### src/rtl/vx_tl_pkg.sv
// rtl/vx_tl_pkg.sv - TileLink opcode, size and source-width constants
package vx_tl_pkg;

  localparam logic [2:0] GET             = 3'd4;
  localparam logic [2:0] PUT_FULL        = 3'd0;
  localparam logic [2:0] PUT_PARTIAL     = 3'd1;
  localparam logic [2:0] ACCESS_ACK      = 3'd0;
  localparam logic [2:0] ACCESS_ACK_DATA = 3'd1;

  localparam logic [3:0] SIZE_WORD = 4'd2;
  localparam int         SRC_WIDTH = 10;

  localparam logic [3:0] INTR_RESET_CYCLES = 4'd6;

endpackage

### src/rtl/vx_dcache_req_if_if.sv
// rtl/vx_dcache_req_if_if.sv - core request/response and TileLink A/D bundle
interface vx_dcache_req_if_if #(
  parameter int NUM_REQS   = 4,
  parameter int DTAG_WIDTH = 10,
  parameter int ITAG_WIDTH = 10,
  parameter int SRC_WIDTH  = 10
);
  logic [NUM_REQS-1:0]            dreq_valid, dreq_rw, dreq_ready;
  logic [4*NUM_REQS-1:0]          dreq_byteen;
  logic [30*NUM_REQS-1:0]         dreq_addr;
  logic [32*NUM_REQS-1:0]         dreq_data;
  logic [DTAG_WIDTH*NUM_REQS-1:0] dreq_tag;

  logic                           drsp_valid, drsp_ready;
  logic [NUM_REQS-1:0]            drsp_tmask;
  logic [32*NUM_REQS-1:0]         drsp_data;
  logic [DTAG_WIDTH-1:0]          drsp_tag;

  logic                           ireq_valid, ireq_ready;
  logic [29:0]                    ireq_addr;
  logic [ITAG_WIDTH-1:0]          ireq_tag;
  logic                           irsp_valid, irsp_ready;
  logic [31:0]                    irsp_data;
  logic [ITAG_WIDTH-1:0]          irsp_tag;

  logic [NUM_REQS-1:0]            dA_valid, dA_ready;
  logic [3*NUM_REQS-1:0]          dA_opcode;
  logic [4*NUM_REQS-1:0]          dA_size, dA_mask;
  logic [SRC_WIDTH*NUM_REQS-1:0]  dA_source;
  logic [32*NUM_REQS-1:0]         dA_address, dA_data;

  logic [NUM_REQS-1:0]            dD_valid, dD_ready;
  logic [3*NUM_REQS-1:0]          dD_opcode;
  logic [SRC_WIDTH*NUM_REQS-1:0]  dD_source;
  logic [32*NUM_REQS-1:0]         dD_data;

  logic                           iA_valid, iA_ready;
  logic [2:0]                     iA_opcode;
  logic [3:0]                     iA_size, iA_mask;
  logic [SRC_WIDTH-1:0]           iA_source;
  logic [31:0]                    iA_address, iA_data;

  logic                           iD_valid, iD_ready;
  logic [2:0]                     iD_opcode;
  logic [SRC_WIDTH-1:0]           iD_source;
  logic [31:0]                    iD_data;

  modport slave (
    input  dreq_valid, dreq_rw, dreq_byteen, dreq_addr, dreq_data, dreq_tag, drsp_ready,
    input  ireq_valid, ireq_addr, ireq_tag, irsp_ready,
    input  dA_ready, dD_valid, dD_opcode, dD_source, dD_data,
    input  iA_ready, iD_valid, iD_opcode, iD_source, iD_data,
    output dreq_ready, drsp_valid, drsp_tmask, drsp_data, drsp_tag,
    output ireq_ready, irsp_valid, irsp_data, irsp_tag,
    output dA_valid, dA_opcode, dA_size, dA_source, dA_address, dA_mask, dA_data, dD_ready,
    output iA_valid, iA_opcode, iA_size, iA_source, iA_address, iA_mask, iA_data, iD_ready
  );

  modport master (
    output dreq_valid, dreq_rw, dreq_byteen, dreq_addr, dreq_data, dreq_tag, drsp_ready,
    output ireq_valid, ireq_addr, ireq_tag, irsp_ready,
    output dA_ready, dD_valid, dD_opcode, dD_source, dD_data,
    output iA_ready, iD_valid, iD_opcode, iD_source, iD_data,
    input  dreq_ready, drsp_valid, drsp_tmask, drsp_data, drsp_tag,
    input  ireq_ready, irsp_valid, irsp_data, irsp_tag,
    input  dA_valid, dA_opcode, dA_size, dA_source, dA_address, dA_mask, dA_data, dD_ready,
    input  iA_valid, iA_opcode, iA_size, iA_source, iA_address, iA_mask, iA_data, iD_ready
  );

endinterface

### src/rtl/vx_intr_reset_gen.sv
// rtl/vx_intr_reset_gen.sv - stretches core reset for a fixed window after an msip rising edge
module vx_intr_reset_gen
  import vx_tl_pkg::*;
(
  input  logic clock,
  input  logic reset,
  input  logic msip,
  output logic core_reset
);

  logic       msip_q;
  logic [3:0] cnt_q, cnt_d;

  // msip history is kept through reset so a level held across reset is not seen as an edge
  always_ff @(posedge clock) begin
    msip_q <= msip;
  end

  always_comb begin
    cnt_d = cnt_q;
    if (msip && !msip_q) begin
      cnt_d = INTR_RESET_CYCLES;
    end else if (cnt_q != 4'd0) begin
      cnt_d = cnt_q - 4'd1;
    end
  end

  always_ff @(posedge clock) begin
    if (reset) begin
      cnt_q <= 4'd0;
    end else begin
      cnt_q <= cnt_d;
    end
  end

  assign core_reset = reset || (cnt_q != 4'd0);

endmodule

### src/rtl/vx_dcache_req_if.sv
// rtl/vx_dcache_req_if.sv - core cache ports to TileLink bridge; VX_HEAP_TRACE_EN enables store trace
module vx_dcache_req_if #(
  parameter int NUM_REQS   = 4,
  parameter int DTAG_WIDTH = 10,
  parameter int ITAG_WIDTH = 10,
  parameter int SRC_WIDTH  = vx_tl_pkg::SRC_WIDTH
) (
  input  logic                clock,
  input  logic                reset,
  input  logic                msip,
  input  logic                core_busy,
  output logic                core_reset,
  output logic                cease,
  output logic                wfi,
  vx_dcache_req_if_if.slave   bus
);
  import vx_tl_pkg::*;

  logic [NUM_REQS-1:0] hit;
  logic                unused_ok;

  vx_intr_reset_gen u_intr_reset_gen (
    .clock      (clock),
    .reset      (reset),
    .msip       (msip),
    .core_reset (core_reset)
  );

  assign cease = !core_busy;
  assign wfi   = 1'b0;

  assign bus.iA_valid   = bus.ireq_valid;
  assign bus.iA_address = {bus.ireq_addr, 2'b00};
  assign bus.iA_source  = SRC_WIDTH'(bus.ireq_tag);
  assign bus.iA_opcode  = GET;
  assign bus.iA_size    = SIZE_WORD;
  assign bus.iA_mask    = 4'hF;
  assign bus.iA_data    = 32'd0;
  assign bus.ireq_ready = bus.iA_ready;

  assign bus.irsp_valid = bus.iD_valid;
  assign bus.irsp_data  = bus.iD_data;
  assign bus.irsp_tag   = bus.iD_source[ITAG_WIDTH-1:0];
  assign bus.iD_ready   = bus.irsp_ready;

  always_comb begin
    bus.dA_opcode  = '0;
    bus.dA_size    = '0;
    bus.dA_source  = '0;
    bus.dA_address = '0;
    for (int i = 0; i < NUM_REQS; i++) begin
      if (!bus.dreq_rw[i]) begin
        bus.dA_opcode[3*i +: 3] = GET;
      end else if (bus.dreq_byteen[4*i +: 4] == 4'hF) begin
        bus.dA_opcode[3*i +: 3] = PUT_FULL;
      end else begin
        bus.dA_opcode[3*i +: 3] = PUT_PARTIAL;
      end
      bus.dA_size[4*i +: 4]                = SIZE_WORD;
      bus.dA_source[SRC_WIDTH*i +: SRC_WIDTH] = SRC_WIDTH'(bus.dreq_tag[DTAG_WIDTH*i +: DTAG_WIDTH]);
      bus.dA_address[32*i +: 32]           = {bus.dreq_addr[30*i +: 30], 2'b00};
    end
  end

  assign bus.dA_valid   = bus.dreq_valid;
  assign bus.dA_mask    = bus.dreq_byteen;
  assign bus.dA_data    = bus.dreq_data;
  assign bus.dreq_ready = bus.dA_ready;

  // AccessAck carries no data back to the core, so write acks are dropped here
  always_comb begin
    hit          = '0;
    bus.drsp_tag = '0;
    for (int i = 0; i < NUM_REQS; i++) begin
      hit[i] = bus.dD_valid[i] && (bus.dD_opcode[3*i +: 3] != ACCESS_ACK);
      if (bus.dD_valid[i]) begin
        bus.drsp_tag = bus.dD_source[SRC_WIDTH*i +: DTAG_WIDTH];
      end
    end
  end

  assign bus.drsp_tmask = hit;
  assign bus.drsp_valid = |hit;
  assign bus.drsp_data  = bus.dD_data;
  assign bus.dD_ready   = {NUM_REQS{bus.drsp_ready}};

  assign unused_ok = ^{bus.iD_opcode, bus.iD_source, bus.dD_source};

`ifdef VX_HEAP_TRACE_EN
  always_ff @(posedge clock) begin
    for (int i = 0; i < NUM_REQS; i++) begin
      if (bus.dreq_valid[i] && bus.dreq_ready[i] && bus.dreq_rw[i]
          && bus.dA_address[32*i+28 +: 4] == 4'hC) begin
        $display("%0t heap store lane %0d addr %h data %h", $time, i,
                 bus.dA_address[32*i +: 32], bus.dreq_data[32*i +: 32]);
      end
    end
  end
`else
  // store trace compiled out
`endif

endmodule

### src/flat_wrapper.sv
// flat-port wrapper written by rule: the top's interface ports become plain ports
module vx_dcache_req_if_flat import vx_tl_pkg::*;
#(
  parameter int NUM_REQS   = 4,
  parameter int DTAG_WIDTH = 10,
  parameter int ITAG_WIDTH = 10,
  parameter int SRC_WIDTH  = vx_tl_pkg::SRC_WIDTH
)
  (clock, reset, msip, core_busy, core_reset, cease, wfi, bus_dreq_valid, bus_dreq_rw, bus_dreq_byteen, bus_dreq_addr, bus_dreq_data, bus_dreq_tag, bus_drsp_ready, bus_ireq_valid, bus_ireq_addr, bus_ireq_tag, bus_irsp_ready, bus_dA_ready, bus_dD_valid, bus_dD_opcode, bus_dD_source, bus_dD_data, bus_iA_ready, bus_iD_valid, bus_iD_opcode, bus_iD_source, bus_iD_data, bus_dreq_ready, bus_drsp_valid, bus_drsp_tmask, bus_drsp_data, bus_drsp_tag, bus_ireq_ready, bus_irsp_valid, bus_irsp_data, bus_irsp_tag, bus_dA_valid, bus_dA_opcode, bus_dA_size, bus_dA_source, bus_dA_address, bus_dA_mask, bus_dA_data, bus_dD_ready, bus_iA_valid, bus_iA_opcode, bus_iA_size, bus_iA_source, bus_iA_address, bus_iA_mask, bus_iA_data, bus_iD_ready);
  vx_dcache_req_if_if #(.NUM_REQS(NUM_REQS), .DTAG_WIDTH(DTAG_WIDTH), .ITAG_WIDTH(ITAG_WIDTH), .SRC_WIDTH(SRC_WIDTH)) bus_i ();
  input  logic clock;
  input  logic reset;
  input  logic msip;
  input  logic core_busy;
  output logic core_reset;
  output logic cease;
  output logic wfi;
  input wire logic [$bits(bus_i.dreq_valid)-1:0] bus_dreq_valid;
  input wire logic [$bits(bus_i.dreq_rw)-1:0] bus_dreq_rw;
  input wire logic [$bits(bus_i.dreq_byteen)-1:0] bus_dreq_byteen;
  input wire logic [$bits(bus_i.dreq_addr)-1:0] bus_dreq_addr;
  input wire logic [$bits(bus_i.dreq_data)-1:0] bus_dreq_data;
  input wire logic [$bits(bus_i.dreq_tag)-1:0] bus_dreq_tag;
  input wire logic [$bits(bus_i.drsp_ready)-1:0] bus_drsp_ready;
  input wire logic [$bits(bus_i.ireq_valid)-1:0] bus_ireq_valid;
  input wire logic [$bits(bus_i.ireq_addr)-1:0] bus_ireq_addr;
  input wire logic [$bits(bus_i.ireq_tag)-1:0] bus_ireq_tag;
  input wire logic [$bits(bus_i.irsp_ready)-1:0] bus_irsp_ready;
  input wire logic [$bits(bus_i.dA_ready)-1:0] bus_dA_ready;
  input wire logic [$bits(bus_i.dD_valid)-1:0] bus_dD_valid;
  input wire logic [$bits(bus_i.dD_opcode)-1:0] bus_dD_opcode;
  input wire logic [$bits(bus_i.dD_source)-1:0] bus_dD_source;
  input wire logic [$bits(bus_i.dD_data)-1:0] bus_dD_data;
  input wire logic [$bits(bus_i.iA_ready)-1:0] bus_iA_ready;
  input wire logic [$bits(bus_i.iD_valid)-1:0] bus_iD_valid;
  input wire logic [$bits(bus_i.iD_opcode)-1:0] bus_iD_opcode;
  input wire logic [$bits(bus_i.iD_source)-1:0] bus_iD_source;
  input wire logic [$bits(bus_i.iD_data)-1:0] bus_iD_data;
  output wire logic [$bits(bus_i.dreq_ready)-1:0] bus_dreq_ready;
  output wire logic [$bits(bus_i.drsp_valid)-1:0] bus_drsp_valid;
  output wire logic [$bits(bus_i.drsp_tmask)-1:0] bus_drsp_tmask;
  output wire logic [$bits(bus_i.drsp_data)-1:0] bus_drsp_data;
  output wire logic [$bits(bus_i.drsp_tag)-1:0] bus_drsp_tag;
  output wire logic [$bits(bus_i.ireq_ready)-1:0] bus_ireq_ready;
  output wire logic [$bits(bus_i.irsp_valid)-1:0] bus_irsp_valid;
  output wire logic [$bits(bus_i.irsp_data)-1:0] bus_irsp_data;
  output wire logic [$bits(bus_i.irsp_tag)-1:0] bus_irsp_tag;
  output wire logic [$bits(bus_i.dA_valid)-1:0] bus_dA_valid;
  output wire logic [$bits(bus_i.dA_opcode)-1:0] bus_dA_opcode;
  output wire logic [$bits(bus_i.dA_size)-1:0] bus_dA_size;
  output wire logic [$bits(bus_i.dA_source)-1:0] bus_dA_source;
  output wire logic [$bits(bus_i.dA_address)-1:0] bus_dA_address;
  output wire logic [$bits(bus_i.dA_mask)-1:0] bus_dA_mask;
  output wire logic [$bits(bus_i.dA_data)-1:0] bus_dA_data;
  output wire logic [$bits(bus_i.dD_ready)-1:0] bus_dD_ready;
  output wire logic [$bits(bus_i.iA_valid)-1:0] bus_iA_valid;
  output wire logic [$bits(bus_i.iA_opcode)-1:0] bus_iA_opcode;
  output wire logic [$bits(bus_i.iA_size)-1:0] bus_iA_size;
  output wire logic [$bits(bus_i.iA_source)-1:0] bus_iA_source;
  output wire logic [$bits(bus_i.iA_address)-1:0] bus_iA_address;
  output wire logic [$bits(bus_i.iA_mask)-1:0] bus_iA_mask;
  output wire logic [$bits(bus_i.iA_data)-1:0] bus_iA_data;
  output wire logic [$bits(bus_i.iD_ready)-1:0] bus_iD_ready;
  assign bus_i.dreq_valid = bus_dreq_valid;
  assign bus_i.dreq_rw = bus_dreq_rw;
  assign bus_i.dreq_byteen = bus_dreq_byteen;
  assign bus_i.dreq_addr = bus_dreq_addr;
  assign bus_i.dreq_data = bus_dreq_data;
  assign bus_i.dreq_tag = bus_dreq_tag;
  assign bus_i.drsp_ready = bus_drsp_ready;
  assign bus_i.ireq_valid = bus_ireq_valid;
  assign bus_i.ireq_addr = bus_ireq_addr;
  assign bus_i.ireq_tag = bus_ireq_tag;
  assign bus_i.irsp_ready = bus_irsp_ready;
  assign bus_i.dA_ready = bus_dA_ready;
  assign bus_i.dD_valid = bus_dD_valid;
  assign bus_i.dD_opcode = bus_dD_opcode;
  assign bus_i.dD_source = bus_dD_source;
  assign bus_i.dD_data = bus_dD_data;
  assign bus_i.iA_ready = bus_iA_ready;
  assign bus_i.iD_valid = bus_iD_valid;
  assign bus_i.iD_opcode = bus_iD_opcode;
  assign bus_i.iD_source = bus_iD_source;
  assign bus_i.iD_data = bus_iD_data;
  assign bus_dreq_ready = bus_i.dreq_ready;
  assign bus_drsp_valid = bus_i.drsp_valid;
  assign bus_drsp_tmask = bus_i.drsp_tmask;
  assign bus_drsp_data = bus_i.drsp_data;
  assign bus_drsp_tag = bus_i.drsp_tag;
  assign bus_ireq_ready = bus_i.ireq_ready;
  assign bus_irsp_valid = bus_i.irsp_valid;
  assign bus_irsp_data = bus_i.irsp_data;
  assign bus_irsp_tag = bus_i.irsp_tag;
  assign bus_dA_valid = bus_i.dA_valid;
  assign bus_dA_opcode = bus_i.dA_opcode;
  assign bus_dA_size = bus_i.dA_size;
  assign bus_dA_source = bus_i.dA_source;
  assign bus_dA_address = bus_i.dA_address;
  assign bus_dA_mask = bus_i.dA_mask;
  assign bus_dA_data = bus_i.dA_data;
  assign bus_dD_ready = bus_i.dD_ready;
  assign bus_iA_valid = bus_i.iA_valid;
  assign bus_iA_opcode = bus_i.iA_opcode;
  assign bus_iA_size = bus_i.iA_size;
  assign bus_iA_source = bus_i.iA_source;
  assign bus_iA_address = bus_i.iA_address;
  assign bus_iA_mask = bus_i.iA_mask;
  assign bus_iA_data = bus_i.iA_data;
  assign bus_iD_ready = bus_i.iD_ready;
  vx_dcache_req_if #(.NUM_REQS(NUM_REQS), .DTAG_WIDTH(DTAG_WIDTH), .ITAG_WIDTH(ITAG_WIDTH), .SRC_WIDTH(SRC_WIDTH)) u_core (.clock(clock), .reset(reset), .msip(msip), .core_busy(core_busy), .core_reset(core_reset), .cease(cease), .wfi(wfi), .bus(bus_i));
endmodule
### config.mk
export PLATFORM = sky130hd
export DESIGN_NAME = vx_dcache_req_if_flat
export DESIGN_NICKNAME = d
export VERILOG_FILES = /design/src/rtl/vx_tl_pkg.sv /design/src/rtl/vx_dcache_req_if_if.sv /design/src/rtl/vx_intr_reset_gen.sv /design/src/rtl/vx_dcache_req_if.sv /design/src/flat_wrapper.sv
export SDC_FILE = /design/constraint.sdc
export NUM_CORES = 1
export LEC_CHECK = 0
export CAP_MARGIN = 20
export CORE_AREA = 2 2 477 479
export DETAILED_ROUTE_END_ITERATION = 16
export DIE_AREA = 0 0 479 481
export PLACE_DENSITY_LB_ADDON = 0.05
export SYNTH_ARGS = -nofsm -noshare
export SYNTH_HDL_FRONTEND = slang
export SYNTH_SLANG_ARGS = --single-unit
### constraint.sdc
create_clock -name clock -period 1.1 [get_ports clock]
set_input_delay 0.11 -clock clock [delete_from_list [all_inputs] [get_ports clock]]
set_output_delay 0.11 -clock clock [all_outputs]
set_load 0.05 [all_outputs]
==> results.tsv <==
stage	metric	value	unit
clock_tree	H-tree depth	1	
synthesis	synth unique cells	21	
synthesis	Mapped Area	5110	sq um
clock_tree	Skew-Pair Late Insertion Delay	230	ps
grt	pin count of the biggest net entering global routing	10	
worst_setup_path	Reg2Reg Capture Point	u_core.u_intr_reset_gen.cnt_q[3]	
worst_setup_path	CP Class	primary input to output pin	
timing	final setup vio count	11	
routing	DR pass1 iterations	3	
timing	RSZ-0062 raised after global routing	yes	
timing	fmax	0.736	GHz
worst_setup_path	Worst setup SP type	primary input	
die	die area	230000	sq um
synthesis	post-synthesis compound-gate area fraction	0.0499	
grt	grt total ovfl	0	
flow_run	MaxCap Viol Count	0	
hold_path	hold_sp	bus_dreq_addr[36]	
hold_path	Endpoint, Worst Hold	bus_dA_address[40]	
cells_and_area	Fillers	26900	
cells_and_area	fraction of layout cells with a size suffix above 1	0.482	
synthesis	sequential area share after synthesis	0.0196	
synthesis	post-synthesis mux area share	0	
die	Rows	175	
clock_tree	CTS sink count	5	
placed_design	placed cell areas	6830	sq um
worst_setup_path	WP data required	990	ps
routing	routed vias	2516	
run_status	failing checks	setup timing	
worst_setup_path	r2r setup slk	210	ps
clock_tree	Max Root-Sink Buffers	2	
clock_tree	Hold-fix buffers, CTS	0	
worst_setup_path	CP Data Arrival Time	1250	ps
routing	wire length per cell	10.5	um
power_and_ir_drop	pwr dens	430	nW/um^2
die	Die Wd	479	um
hold_path	Hold Crit Depth	0	
routing	drt first-iter violations	49	
worst_setup_path	reg-to-reg startpoint	u_core.u_intr_reset_gen.cnt_q[2]	
hold_path	Hold/Removal Path Class	primary input to output pin	
die	Core Box Area	226000	sq um
synthesis	average cell area after synthesis	7.44	sq um
synthesis	Synth Register Bits	5	
die	I/O pin count	1223	
cells_and_area	most common cell after layout, fill and taps aside	conb_1	
clock_tree	Root Buffer	clkbuf_16	
routing	post-route ant nets	0	
placed_design	input/output buffers	120	
synthesis	largest family of logic cells by synthesized area	buffers and inverters	
synthesis	Post-Synth Adder-Cell Area	0	
placed_design	GP Congestion	0.592	
routing	# DRC	0	
cells_and_area	Multi-input gate area	1120	sq um
grt	gr usage total	0.0282	
synthesis	Mapped Cells	687	
grt	first-pass GRT wire length	39.7	mm
synthesis	Synth Area in XOR/XNOR	0	
timing	final hold viol count	0	
cells_and_area	area delta synth->final	42.2	%
timing	fin. max-slew vios	0	
run_status	status	finished, violations left	
cells_and_area	Final #Nets	923	
power_and_ir_drop	Worst VDD drop	0.280	mV
routing	Routed WL	35.2	mm
synthesis	Post-Synth Simple-Gate Area	0.0330	
placed_design	hpwl dp	30.6	mm
worst_setup_path	crit-path max FO	2	
routing	Avg Vias per Cell	0.754	
power_and_ir_drop	Lkg Pwr	1.70	nW
worst_setup_path	Crit. End Element	output pin	
grt	vias in the first global route	2754	
cells_and_area	most frequent cells in the layout	74 x conb_1, 47 x buf_12, 39 x buf_4	
cells_and_area	Final Cell Area	7270	sq um
worst_setup_path	Reg2Reg Depth	3	
grt	initial antenna violation count	6	
die	die height	481	um
clock_tree	TritonCTS clock tree	yes	
timing	Final min period	1360	ps
cells_and_area	final core occ	0.0322	
timing	skew final	2.93	ps
timing	Final WS setup	-259	ps
cells_and_area	Reg area	109	sq um
die	Starting Density	0.0226	
timing	fin crit share	1.24	
synthesis	synth warn	0	
power_and_ir_drop	Tot Pwr	0.00313	W
clock_tree	TritonCTS Buffers	3	
critical path, stage by stage:
cell	delay, ps
buf_6	90
o31a_4	340
or4_4	540
buf_8	170
synth_stat cells:
library cell | instances | area, sq um
inv_1 | 6 | 22.5
o21ai_0 | 2 | 10.0
dfxtp_1 | 5 | 100
nand2_1 | 12 | 45.0
nand3b_1 | 1 | 7.51
nand2b_1 | 1 | 6.26
o31a_1 | 4 | 35.0
nor3_1 | 3 | 15.0
o31ai_1 | 10 | 75.1
buf_2 | 1 | 5.00
a41oi_1 | 4 | 35.0
buf_4 | 604 | 4530
nor4_1 | 1 | 6.26
a31oi_1 | 2 | 12.5
clkbuf_1 | 5 | 18.8
a221oi_1 | 10 | 87.6
nor4b_1 | 1 | 8.76
conb_1 | 2 | 7.51
nor2b_1 | 11 | 68.8
or4_1 | 1 | 7.51
nor2_1 | 1 | 3.75
metrics by stage:
step / instances / hold slack (ps) / TNS, ps / worst slack, ps
2_1_floorplan: 759 / 138 / -457 / -200
3_3_place_gp: 3322 / 220 / -11580 / -975
3_5_place_dp: 3322 / 220 / -11340 / -945
4_1_cts: 3333 / 220 / -2030 / -265
5_1_grt: 3338 / 220 / -2230 / -266
6_report: 3338 / 220 / -1710 / -259
worst max-delay path by stage:
stage                           start         endpoint  slack, ps  cells past startpoint
global placement      bus_dD_valid[1]  bus_drsp_tag[0]       -970                      6
detailed placement    bus_dD_valid[1]  bus_drsp_tag[0]       -940                      6
finish               bus_dD_opcode[3]   bus_drsp_valid       -260                      4
CTS                 bus_dD_opcode[11]   bus_drsp_valid       -270                      4
global route         bus_dD_opcode[3]   bus_drsp_valid       -270                      4
floorplan            bus_dD_opcode[4]   bus_drsp_valid       -200                      2
per-layer routing:
layer / routed length [um] / share of wire / vias to the layer above / track usage
met1: 4180 / 0.12 / 895 / 0.00915
met2: 15400 / 0.44 / 532 / 0.0441
met4: 6960 / 0.20 / 0 / 0.0499
met5: 0 / 0 / - / 0
met3: 8570 / 0.24 / 346 / 0.0296
li1: - / - / 743 / -
logic make-up after synthesis:
group,Yosys count
AOI/OAI and AO/OA,32
buffers and inverters,616
DFF,5
other,2
and+or+nand+nor,32
state kept, by name, summed over array words and instances, names as in the netlist:
signal and count:
u_core.u_intr_reset_gen.cnt_q 4, u_core.u_intr_reset_gen.msip_q 1
layout make-up:
cell class	instances	share of cell area
Tap cell	3009	0.518
Timing Repair Buffer	175	0.299
Multi-Input combinational cell	138	0.154
Sequential cell	5	0.0150
Clock buffer	4	0.0108
Inverter	6	0.00310
Antenna cell	1	0.000344
power by group:
part,internal (W),switching [W]
Clock,0.000481,0.000127
Sequential,0.000188,0.0000104
Combinational,0.000910,0.00141
repair_timing:
item,CTS,global route
resized for setup,146,13
setup buffers,7,4
setup endpoints to repair,23,13
cloned,3,1
pin swaps,24,12
Power figures use the tool's default switching activity.
